$ cat config.mk
export PLATFORM = sky130hd
export DESIGN_NAME = div_rem
export DESIGN_NICKNAME = d
export VERILOG_FILES = /design/src/rtl/div_pkg.sv /design/src/rtl/div_rem_step.sv /design/src/rtl/div_rem.sv
export SDC_FILE = /design/constraint.sdc
export NUM_CORES = 1
export LEC_CHECK = 0
export BUFFER_PORTS_ARGS = -buffer_cell sky130_fd_sc_hd__buf_2
export CAP_MARGIN = 20
export CORE_MARGIN = 2
export CORE_UTILIZATION = 52
export DETAILED_ROUTE_END_ITERATION = 8
export GPL_ROUTABILITY_DRIVEN = 0
export PLACE_DENSITY = 0.86
export SYNTH_ARGS = -nofsm -noshare
export SYNTH_HDL_FRONTEND = slang
export SYNTH_SLANG_ARGS = --single-unit
$ cat constraint.sdc
create_clock -name clk -period 4 [get_ports clk]
set_clock_uncertainty 0.2 [all_clocks]
set_input_delay 0.8 -clock clk [delete_from_list [all_inputs] [get_ports clk]]
set_output_delay 0.8 -clock clk [all_outputs]
set_load 0.05 [all_outputs]
$ cat src/rtl/div_pkg.sv
// Shared types for the div_rem restoring divider.
// FSM state encoding and the state enum built on it.
package div_pkg;

  localparam logic [1:0] ST_IDLE = 2'd0;
  localparam logic [1:0] ST_RUN  = 2'd1;
  localparam logic [1:0] ST_DONE = 2'd2;

  typedef enum logic [1:0] {
    IDLE = ST_IDLE,
    RUN  = ST_RUN,
    DONE = ST_DONE
  } state_e;

endpackage

$ cat src/rtl/div_rem_step.sv
// One restoring-division iteration, purely combinational.
// Ports: a_i/x_i/d_i = partial remainder, dividend shift reg, divisor;
//        a_o/x_o = next partial remainder and shift reg (quotient LSB in).
module div_rem_step #(
  parameter int N = 20
) (
  input  logic [N-1:0] a_i,
  input  logic [N-1:0] x_i,
  input  logic [N-1:0] d_i,
  output logic [N-1:0] a_o,
  output logic [N-1:0] x_o
);

  // a_i < d_i always holds, so the shifted value fits in N+1 bits
  // and the difference after a successful compare fits in N bits.
  logic [N:0] sh;
  logic [N:0] diff;
  logic       ge;

  assign sh   = {a_i, x_i[N-1]};
  assign ge   = (sh >= {1'b0, d_i});
  assign diff = sh - {1'b0, d_i};
  assign a_o  = ge ? diff[N-1:0] : sh[N-1:0];
  assign x_o  = {x_i[N-2:0], ge};

endmodule

$ cat src/rtl/div_rem.sv
// Iterative restoring divider, one quotient bit per cycle, valid/ready in/out.
// Ports: clk, reset (async, active-high); start_valid/start_ready with
//        dividend/divisor; out_valid/out_ready with quotient, remainder,
//        div_by_zero.
// Config: define DIV_REM_SIGNED_EN for two's-complement operands.
module div_rem
  import div_pkg::*;
#(
  parameter int N = 20
) (
  input  logic         clk,
  input  logic         reset,
  input  logic         start_valid,
  output logic         start_ready,
  input  logic [N-1:0] dividend,
  input  logic [N-1:0] divisor,
  output logic         out_valid,
  input  logic         out_ready,
  output logic [N-1:0] quotient,
  output logic [N-1:0] remainder,
  output logic         div_by_zero
);

  localparam int CW = $clog2(N + 1);

  state_e        state_q;
  logic [N-1:0]  a_q;
  logic [N-1:0]  x_q;
  logic [N-1:0]  d_q;
  logic [CW-1:0] cnt_q;
  logic [N-1:0]  quo_q;
  logic [N-1:0]  rem_q;
  logic          dbz_q;

  logic [N-1:0]  a_d;
  logic [N-1:0]  x_d;
  logic [N-1:0]  dvd_mag;
  logic [N-1:0]  dvs_mag;
  logic [N-1:0]  quo_d;
  logic [N-1:0]  rem_d;

  div_rem_step #(.N(N)) u_step (
    .a_i (a_q),
    .x_i (x_q),
    .d_i (d_q),
    .a_o (a_d),
    .x_o (x_d)
  );

`ifdef DIV_REM_SIGNED_EN
  logic negq_q;
  logic negr_q;

  // The most-negative value keeps its bit pattern, which read as
  // unsigned is exactly its magnitude.
  assign dvd_mag = dividend[N-1] ? -dividend : dividend;
  assign dvs_mag = divisor[N-1]  ? -divisor  : divisor;
  // Fix-up is applied on the final iteration's combinational result.
  assign quo_d   = negq_q ? -x_d : x_d;
  assign rem_d   = negr_q ? -a_d : a_d;
`else
  assign dvd_mag = dividend;
  assign dvs_mag = divisor;
  assign quo_d   = x_d;
  assign rem_d   = a_d;
`endif

  always_ff @(posedge clk or posedge reset) begin
    if (reset) begin
      state_q <= IDLE;
      a_q     <= '0;
      x_q     <= '0;
      d_q     <= '0;
      cnt_q   <= '0;
      quo_q   <= '0;
      rem_q   <= '0;
      dbz_q   <= 1'b0;
`ifdef DIV_REM_SIGNED_EN
      negq_q  <= 1'b0;
      negr_q  <= 1'b0;
`endif
    end else begin
      unique case (state_q)
        IDLE: begin
          if (start_valid) begin
            if (divisor == '0) begin
              state_q <= DONE;
              quo_q   <= '1;
              rem_q   <= dividend;
              dbz_q   <= 1'b1;
            end else begin
              state_q <= RUN;
              a_q     <= '0;
              x_q     <= dvd_mag;
              d_q     <= dvs_mag;
              cnt_q   <= '0;
              dbz_q   <= 1'b0;
`ifdef DIV_REM_SIGNED_EN
              negq_q  <= dividend[N-1] ^ divisor[N-1];
              negr_q  <= dividend[N-1];
`endif
            end
          end
        end
        RUN: begin
          a_q   <= a_d;
          x_q   <= x_d;
          cnt_q <= cnt_q + CW'(1);
          if (cnt_q == CW'(N - 1)) begin
            state_q <= DONE;
            quo_q   <= quo_d;
            rem_q   <= rem_d;
          end
        end
        DONE: begin
          if (out_ready) state_q <= IDLE;
        end
        default: state_q <= IDLE;
      endcase
    end
  end

  assign start_ready = (state_q == IDLE);
  assign out_valid   = (state_q == DONE);
  assign quotient    = quo_q;
  assign remainder   = rem_q;
  assign div_by_zero = dbz_q;

endmodule

* After elaboration in Yosys (flattened, before gate mapping) *
Index checks and enable logic that the tools add are counted.

storage, ports and cells
  register bits = 108
  input port bits = 44
  output and inout bits = 43
  word-level logic and storage cells = 52

cells by class
  add/sub/neg operators = 2
  magnitude comparators = 1
  equality and inequality tests = 8
  multiplexer cells = 24
  bitwise logic cells = 1
  reductions and logical operators = 8

operator list
  operator                                              number
  two-way mux 20 bit                                    11
  one-hot mux 20 bit (2 select lines)                   4
  >= comparator 21 x 20 -> 1 bit                        1
  zero test 20 bit                                      1
  subtractor 20 bit                                     1
  two-way mux 5 bit                                     2
  one-hot mux 5 bit (2 select lines)                    1
  AND reduction 3 bit                                   3
  two-way mux 2 bit                                     4
  != test 2 bit (second input constant)                 3
  one-hot mux 2 bit (3 select lines)                    1
  adder 5 x 1 -> 5 bit (second input constant)          1
  equality test 5 bit (second input constant)           1
  != test 2 x 1 -> 1 bit (second input constant)        2
  AND reduction 4 bit                                   1
  equality test 2 x 1 -> 1 bit (second input constant)  1
  equality test 2 bit (second input constant)           1
  zero test 2 bit                                       1
  AND reduction 2 bit                                   1
  nonzero test 2 bit                                    1
  two-way mux 1 bit                                     1
  NOT 1 bit                                             1

* Logic depth before layout (Yosys ltp) *
  word-level depth = 4
  mapped depth = 13
  depth with buffers taken out = 12

* Hierarchy *
From an unflattened synthesis, not the netlist that was laid out.

unflattened totals
  cells, all modules = 648
  area total of the unflattened synthesis = 6391.1 µm²

modules (own cells, without submodules)
  module        times used  cells each  area an instance (µm²)  sequential area each (µm²)
  div_rem       1           407         4699.5                  2702.6
  div_rem_step  1           241         1691.6                  0.0

* Least setup slack after synthesis *
Ideal clock, no wire load.

  path type = register -> register
  start = register x_q[19]
  end = register rem_q[18], in the netlist remainder[18]
  setup time = 0.104 ns
  data arrival time = 2.671 ns
  data required time = 3.696 ns
  path slack = 1.026 ns
  cell stages (with the launch flop) = 12
  buffers on the path = 0
  period minus slack after synthesis = 2.974 ns
  cells stage by stage = dfrtp_1 > inv_1 > ha_1 > inv_1 > fa_1 > a21o_1 > a221oi_1 > a221oi_1 > a311oi_1 > xnor2_1 > nand2b_1 > a221oi_1

between the ends
  cells in the longest elaborated chain, start to end = 4
  elaborated cells on any way between the ends = 5
  classes of those cells = add/sub: 1; order compare: 1; mux: 3

ends and longest elaborated chain
  element                                                              RTL line                                text
  from (decl)                                                          div_rem.sv:28                           logic [N-1:0] x_q;
  from (signal assigned)                                               div_rem.sv:94                           x_q <= dvd_mag;
  subtractor 20 bit or >= comparator 21 x 20 -> 1 bit (tied branches)  div_rem_step.sv:22, div_rem_step.sv:21
  two-way mux 20 bit *                                                 div_rem_step.sv:23                      assign a_o = ge ? diff[N-1:0] : sh[N-1:0];
  two-way mux 20 bit *                                                 div_rem.sv:109                          if (cnt_q == CW'(N - 1)) begin
  one-hot mux 20 bit (2 select lines) *                                div_rem.sv:83                           unique case (state_q)
  to (signal assigned)                                                 div_rem.sv:89                           rem_q <= dividend;
  to (signal assigned)                                                 div_rem.sv:112                          rem_q <= rem_d;
  to (decl)                                                            div_rem.sv:32                           logic [N-1:0] rem_q;

Mark *: on every way between the ends. The rest lies on a longest branch, timed or not. The select of a mux whose other input is x is not followed.
A chain may end at the register's enable or synchronous reset.

* Final worst setup path *
  start = register a_q[11]
  end = register rem_q[8], in the netlist remainder[8]

between the ends
  cells in the longest elaborated chain, start to end = 4

ends and longest elaborated chain
  element                              RTL line            text
  from (decl)                          div_rem.sv:27       logic [N-1:0] a_q;
  from (signal assigned)               div_rem.sv:71       a_q <= '0;
  from (signal assigned)               div_rem.sv:93       a_q <= '0;
  from (signal assigned)               div_rem.sv:106      a_q <= a_d;
  >= comparator 21 x 20 -> 1 bit       div_rem_step.sv:21  assign ge = (sh >= {1'b0, d_i});
  two-way mux 20 bit                   div_rem_step.sv:23
  two-way mux 20 bit                   div_rem.sv:109
  one-hot mux 20 bit (2 select lines)  div_rem.sv:83

No other way between the ends. The select of a mux whose other input is x is not followed.

==> qor.json <==
{
  "grt_setup_unrepaired": {"value": "no"},
  "grt_resource_usage_total": {"value": 23.7, "unit": "%"},
  "cts_post_setup_buffers_inserted": {"value": 0},
  "fmax": {"value": 288, "unit": "MHz"},
  "ys_seq_area_share": {"value": 47.7, "unit": "%"},
  "route.final.wire_length": {"value": 13.4, "unit": "mm"},
  "detail_route.first_pass.iterations": {"value": 7},
  "cp_data_arrival_time": {"value": 3.55, "unit": "ns"},
  "slowest_stage": {"value": "sky130_fd_sc_hd__a221oi_1"},
  "setup_violations": {"value": 0},
  "timing.critical_path.max_delay_family": {"value": "compound AO/OA/AOI/OAI gates"},
  "synth_cell_type_count": {"value": 50},
  "cts_repair_resize_count": {"value": 0},
  "die_h": {"value": 108, "unit": "µm"},
  "ports_placed_on_the_boundary": {"value": 87},
  "synthTopCellsByArea": {"value": "sky130_fd_sc_hd__dfrtp_1, sky130_fd_sc_hd__nand2_1, sky130_fd_sc_hd__o21ai_0"},
  "fp.coreArea": {"value": 10700, "unit": "µm²"},
  "detailroute.via_count": {"value": 4852},
  "grt_start_max_net_pins": {"value": 71},
  "dominantRegCellSynth": {"value": "sky130_fd_sc_hd__dfrtp_1"},
  "ys_warn_count": {"value": 0},
  "clkSlewWorstSetupHoldPaths": {"value": 0.12, "unit": "ns"},
  "fill_cells": {"value": 921},
  "cap_violations": {"value": 0},
  "run_status": {"value": "finished clean"},
  "syn-instance-count": {"value": 632},
  "criticalPathCategory": {"value": "register to register"},
  "endpoint_kind": {"value": "register"},
  "num_rows": {"value": 38},
  "ctsHtreeMaxLevel": {"value": 3},
  "layout-area-overhead-vs-synth": {"value": 13.0, "unit": "%"},
  "tritoncts": {"value": "done"},
  "die-area": {"value": 11700, "unit": "µm²"},
  "grt_antenna_before_repair": {"value": 0},
  "floorplan.initialDensity": {"value": 52.7, "unit": "%"},
  "wp_depth": {"value": 10},
  "worst_r2r_path_depth": {"value": 10},
  "layout.nets": {"value": 766},
  "yosys.area.top_type_share": {"value": 47.7, "unit": "%"},
  "cell_taking_the_most_area_after_synthesis": {"value": "sky130_fd_sc_hd__dfrtp_1"},
  "synth.cell_area": {"value": 5670, "unit": "µm²"},
  "timing_worst_slew_pin_value": {"value": 0.962, "unit": "ns"},
  "finalWorstPathRequiredPeriod": {"value": 3.48, "unit": "ns"},
  "buffer_ports.inserted": {"value": 86},
  "postSynthRegisterBits": {"value": 108},
  "fin_setup_tns": {"value": 0, "unit": "ns"},
  "final_hold_viol_count": {"value": 0},
  "global_route_wire_length_before_repair": {"value": 21.9, "unit": "mm"},
  "avgViaCountPerCell": {"value": 5.74},
  "worstHoldPathCells": {"value": 2},
  "required": {"value": 4.07, "unit": "ns"},
  "timing.critical_path.from_type": {"value": "register"},
  "drtIter0Drc": {"value": 449},
  "dieWidth": {"value": 108, "unit": "µm"},
  "cts.hold.buffers_added": {"value": 0},
  "wl_per_cell": {"value": 15.9, "unit": "µm"},
  "layout-drive-gt1-share": {"value": 18.4, "unit": "%"},
  "cts_root_buffer": {"value": "sky130_fd_sc_hd__clkbuf_8"},
  "insertedDiodeCount": {"value": 0},
  "ant_nets": {"value": 0},
  "worstSkewPairLatency": {"value": 0.39, "unit": "ns"},
  "numPlacedInstances": {"value": 828},
  "clkSinkCount": {"value": 108},
  "count_of_flip_flops_with_a_built_in_enable_after_synthesis": {"value": 0},
  "timing.critical_path.cells": {"value": "ha_1 -> a21oi_1 -> o22ai_1 -> a221oi_1 -> o311a_1 -> a22o_1 -> buf_4 -> mux2i_1 -> o21ai_0 -> mux2_2"},
  "postSynthNetCount": {"value": 698},
  "slew_headroom": {"value": 35.9, "unit": "%"},
  "total_grt_overflow": {"value": 0},
  "final-max-slew-violation-count": {"value": 0},
  "vias_in_the_first_global_route": {"value": 4473},
  "synth.avg_cell_area": {"value": 8.96, "unit": "µm²"},
  "finalNonFillerCells": {"value": 845},
  "worst_hold_path_type": {"value": "register to register"},
  "worst-path-max-fanout": {"value": 30},
  "post-dp-hpwl": {"value": 9.77, "unit": "mm"},
  "cts_made_buffers": {"value": 9},
  "min_period_over_period": {"value": 86.9, "unit": "%"},
  "crit_path_max_incr_delay": {"value": 0.47, "unit": "ns"},
  "post_detailed_route_drc_marker_count": {"value": 0},
  "ctsLongestPathBuffers": {"value": 2},
  "crit_buf_inv": {"value": 1},
  "synthArstFlopShare": {"value": 100, "unit": "%"}
}
metal layers:
metal  part of all wire (%)  GRT usage [%]
met1                     47           35.4
met2                     44           35.1
met3                    7.8           3.56
met4                    2.0           8.33
met5                      0              0
per-stage QoR:
stage	hold WS, ns	utilization, %	cell area, µm²	worst slack (ns)
floorplan	0.251	-	5670	0.154
global placement	0.256	57.7	6200	0.724
detailed placement	0.266	57.7	6200	0.610
CTS	0.292	59.4	6380	0.607
global route	0.312	59.6	6400	0.325
finish	0.288	59.6	6400	0.522
kinds of logic (layout without fill, tap and decap cells):
logic type / Yosys count / count (layout) / synth area share [%]
AOI/OAI and AO/OA: 174 / 174 / 18.8
adders and majority gates: 22 / 22 / 4.99
xor gates and xnor gates: 18 / 18 / 2.78
muxes: 25 / 25 / 4.68
buffers and inverters: 68 / 141 / 4.68
and+or+nand+nor: 217 / 217 / 16.4
DFF: 108 / 108 / 47.7
tightest hold or removal path, cell delays in order, from the launching register on:
cell and delay [ns]:
sky130_fd_sc_hd__dfrtp_1 0.36, sky130_fd_sc_hd__nand2_1 0.05, sky130_fd_sc_hd__o21ai_0 0.06
cell usage in the layout (no fill, tap or decap), drive strengths merged, types with 6 or more instances in the layout:
| cell | Yosys | layout |
|---|---|---|
| nand3 | 6 | 6 |
| nor3 | 8 | 8 |
| a31oi | 21 | 21 |
| a21oi | 25 | 25 |
| a221oi | 6 | 6 |
| ha | 21 | 21 |
| clkbuf | 28 | 10 |
| dfrtp | 108 | 108 |
| inv | 32 | 34 |
| buf | 8 | 93 |
| mux2i | 13 | 13 |
| xor2 | 8 | 8 |
| o21ai | 79 | 79 |
| a21o | 7 | 7 |
| nand2 | 115 | 115 |
| nor2 | 53 | 53 |
| xnor2 | 10 | 10 |
| nand2b | 8 | 8 |
| mux2 | 12 | 12 |
cell type report:
| type | instances | area [µm²] | area share (%) |
|---|---|---|---|
| Clock buffer | 10 | 128 | 1.99 |
| Multi-Input combinational cell | 456 | 2710 | 42.3 |
| Inverter | 32 | 123 | 1.91 |
| Clock inverter | 6 | 57.6 | 0.899 |
| Sequential cell | 108 | 2700 | 42.2 |
| Tap cell | 140 | 175 | 2.74 |
| Timing Repair Buffer | 93 | 508 | 7.93 |
synthesized netlist by cell type (2+ instances only):
master                     number
sky130_fd_sc_hd__a2111o_1       2
sky130_fd_sc_hd__a211oi_1       4
sky130_fd_sc_hd__a21o_1         7
sky130_fd_sc_hd__a21oi_1       25
sky130_fd_sc_hd__a221oi_1       6
sky130_fd_sc_hd__a22o_1         2
sky130_fd_sc_hd__a22oi_1        4
sky130_fd_sc_hd__a31oi_1       20
sky130_fd_sc_hd__and2_1         3
sky130_fd_sc_hd__and3_1         5
sky130_fd_sc_hd__buf_1          2
sky130_fd_sc_hd__buf_2          5
sky130_fd_sc_hd__clkbuf_1      28
sky130_fd_sc_hd__dfrtp_1      108
sky130_fd_sc_hd__ha_1          21
sky130_fd_sc_hd__inv_1         32
sky130_fd_sc_hd__mux2_2        12
sky130_fd_sc_hd__mux2i_1       13
sky130_fd_sc_hd__nand2_1      115
sky130_fd_sc_hd__nand2b_1       8
sky130_fd_sc_hd__nand3_1        6
sky130_fd_sc_hd__nand4_1        5
sky130_fd_sc_hd__nor2_1        53
sky130_fd_sc_hd__nor2b_1        4
sky130_fd_sc_hd__nor3_1         8
sky130_fd_sc_hd__nor4_1         5
sky130_fd_sc_hd__o21a_1         5
sky130_fd_sc_hd__o21ai_0       77
sky130_fd_sc_hd__o21ai_1        2
sky130_fd_sc_hd__o21bai_1       2
sky130_fd_sc_hd__o221ai_1       3
sky130_fd_sc_hd__o31a_1         2
sky130_fd_sc_hd__o31ai_1        4
sky130_fd_sc_hd__or3_1          2
sky130_fd_sc_hd__xnor2_1       10
sky130_fd_sc_hd__xor2_1         8
state kept, by name, summed over array words and instances, names as in the netlist:
name         count
quotient        20
remainder       20
d_q             20
x_q             20
cnt_q            5
div_by_zero      1
state_q          2
a_q             20
path summary, 6_finish.rpt:
check | from | endpoint | slack (ns)
setup / recovery | a_q[11] | remainder[8] | 0.52
setup reg to reg | a_q[11] | remainder[8] | 0.52
max in group asynchronous | reset | d_q[13] | 2.56
hold reg to reg | quotient[16] | quotient[16] | 0.29
min in group asynchronous | reset | quotient[6] | 0.30
hold / removal | quotient[16] | quotient[16] | 0.29
Power is not shown: default switching activity piles up to over one toggle a cycle in this logic, so the estimate is an artifact.
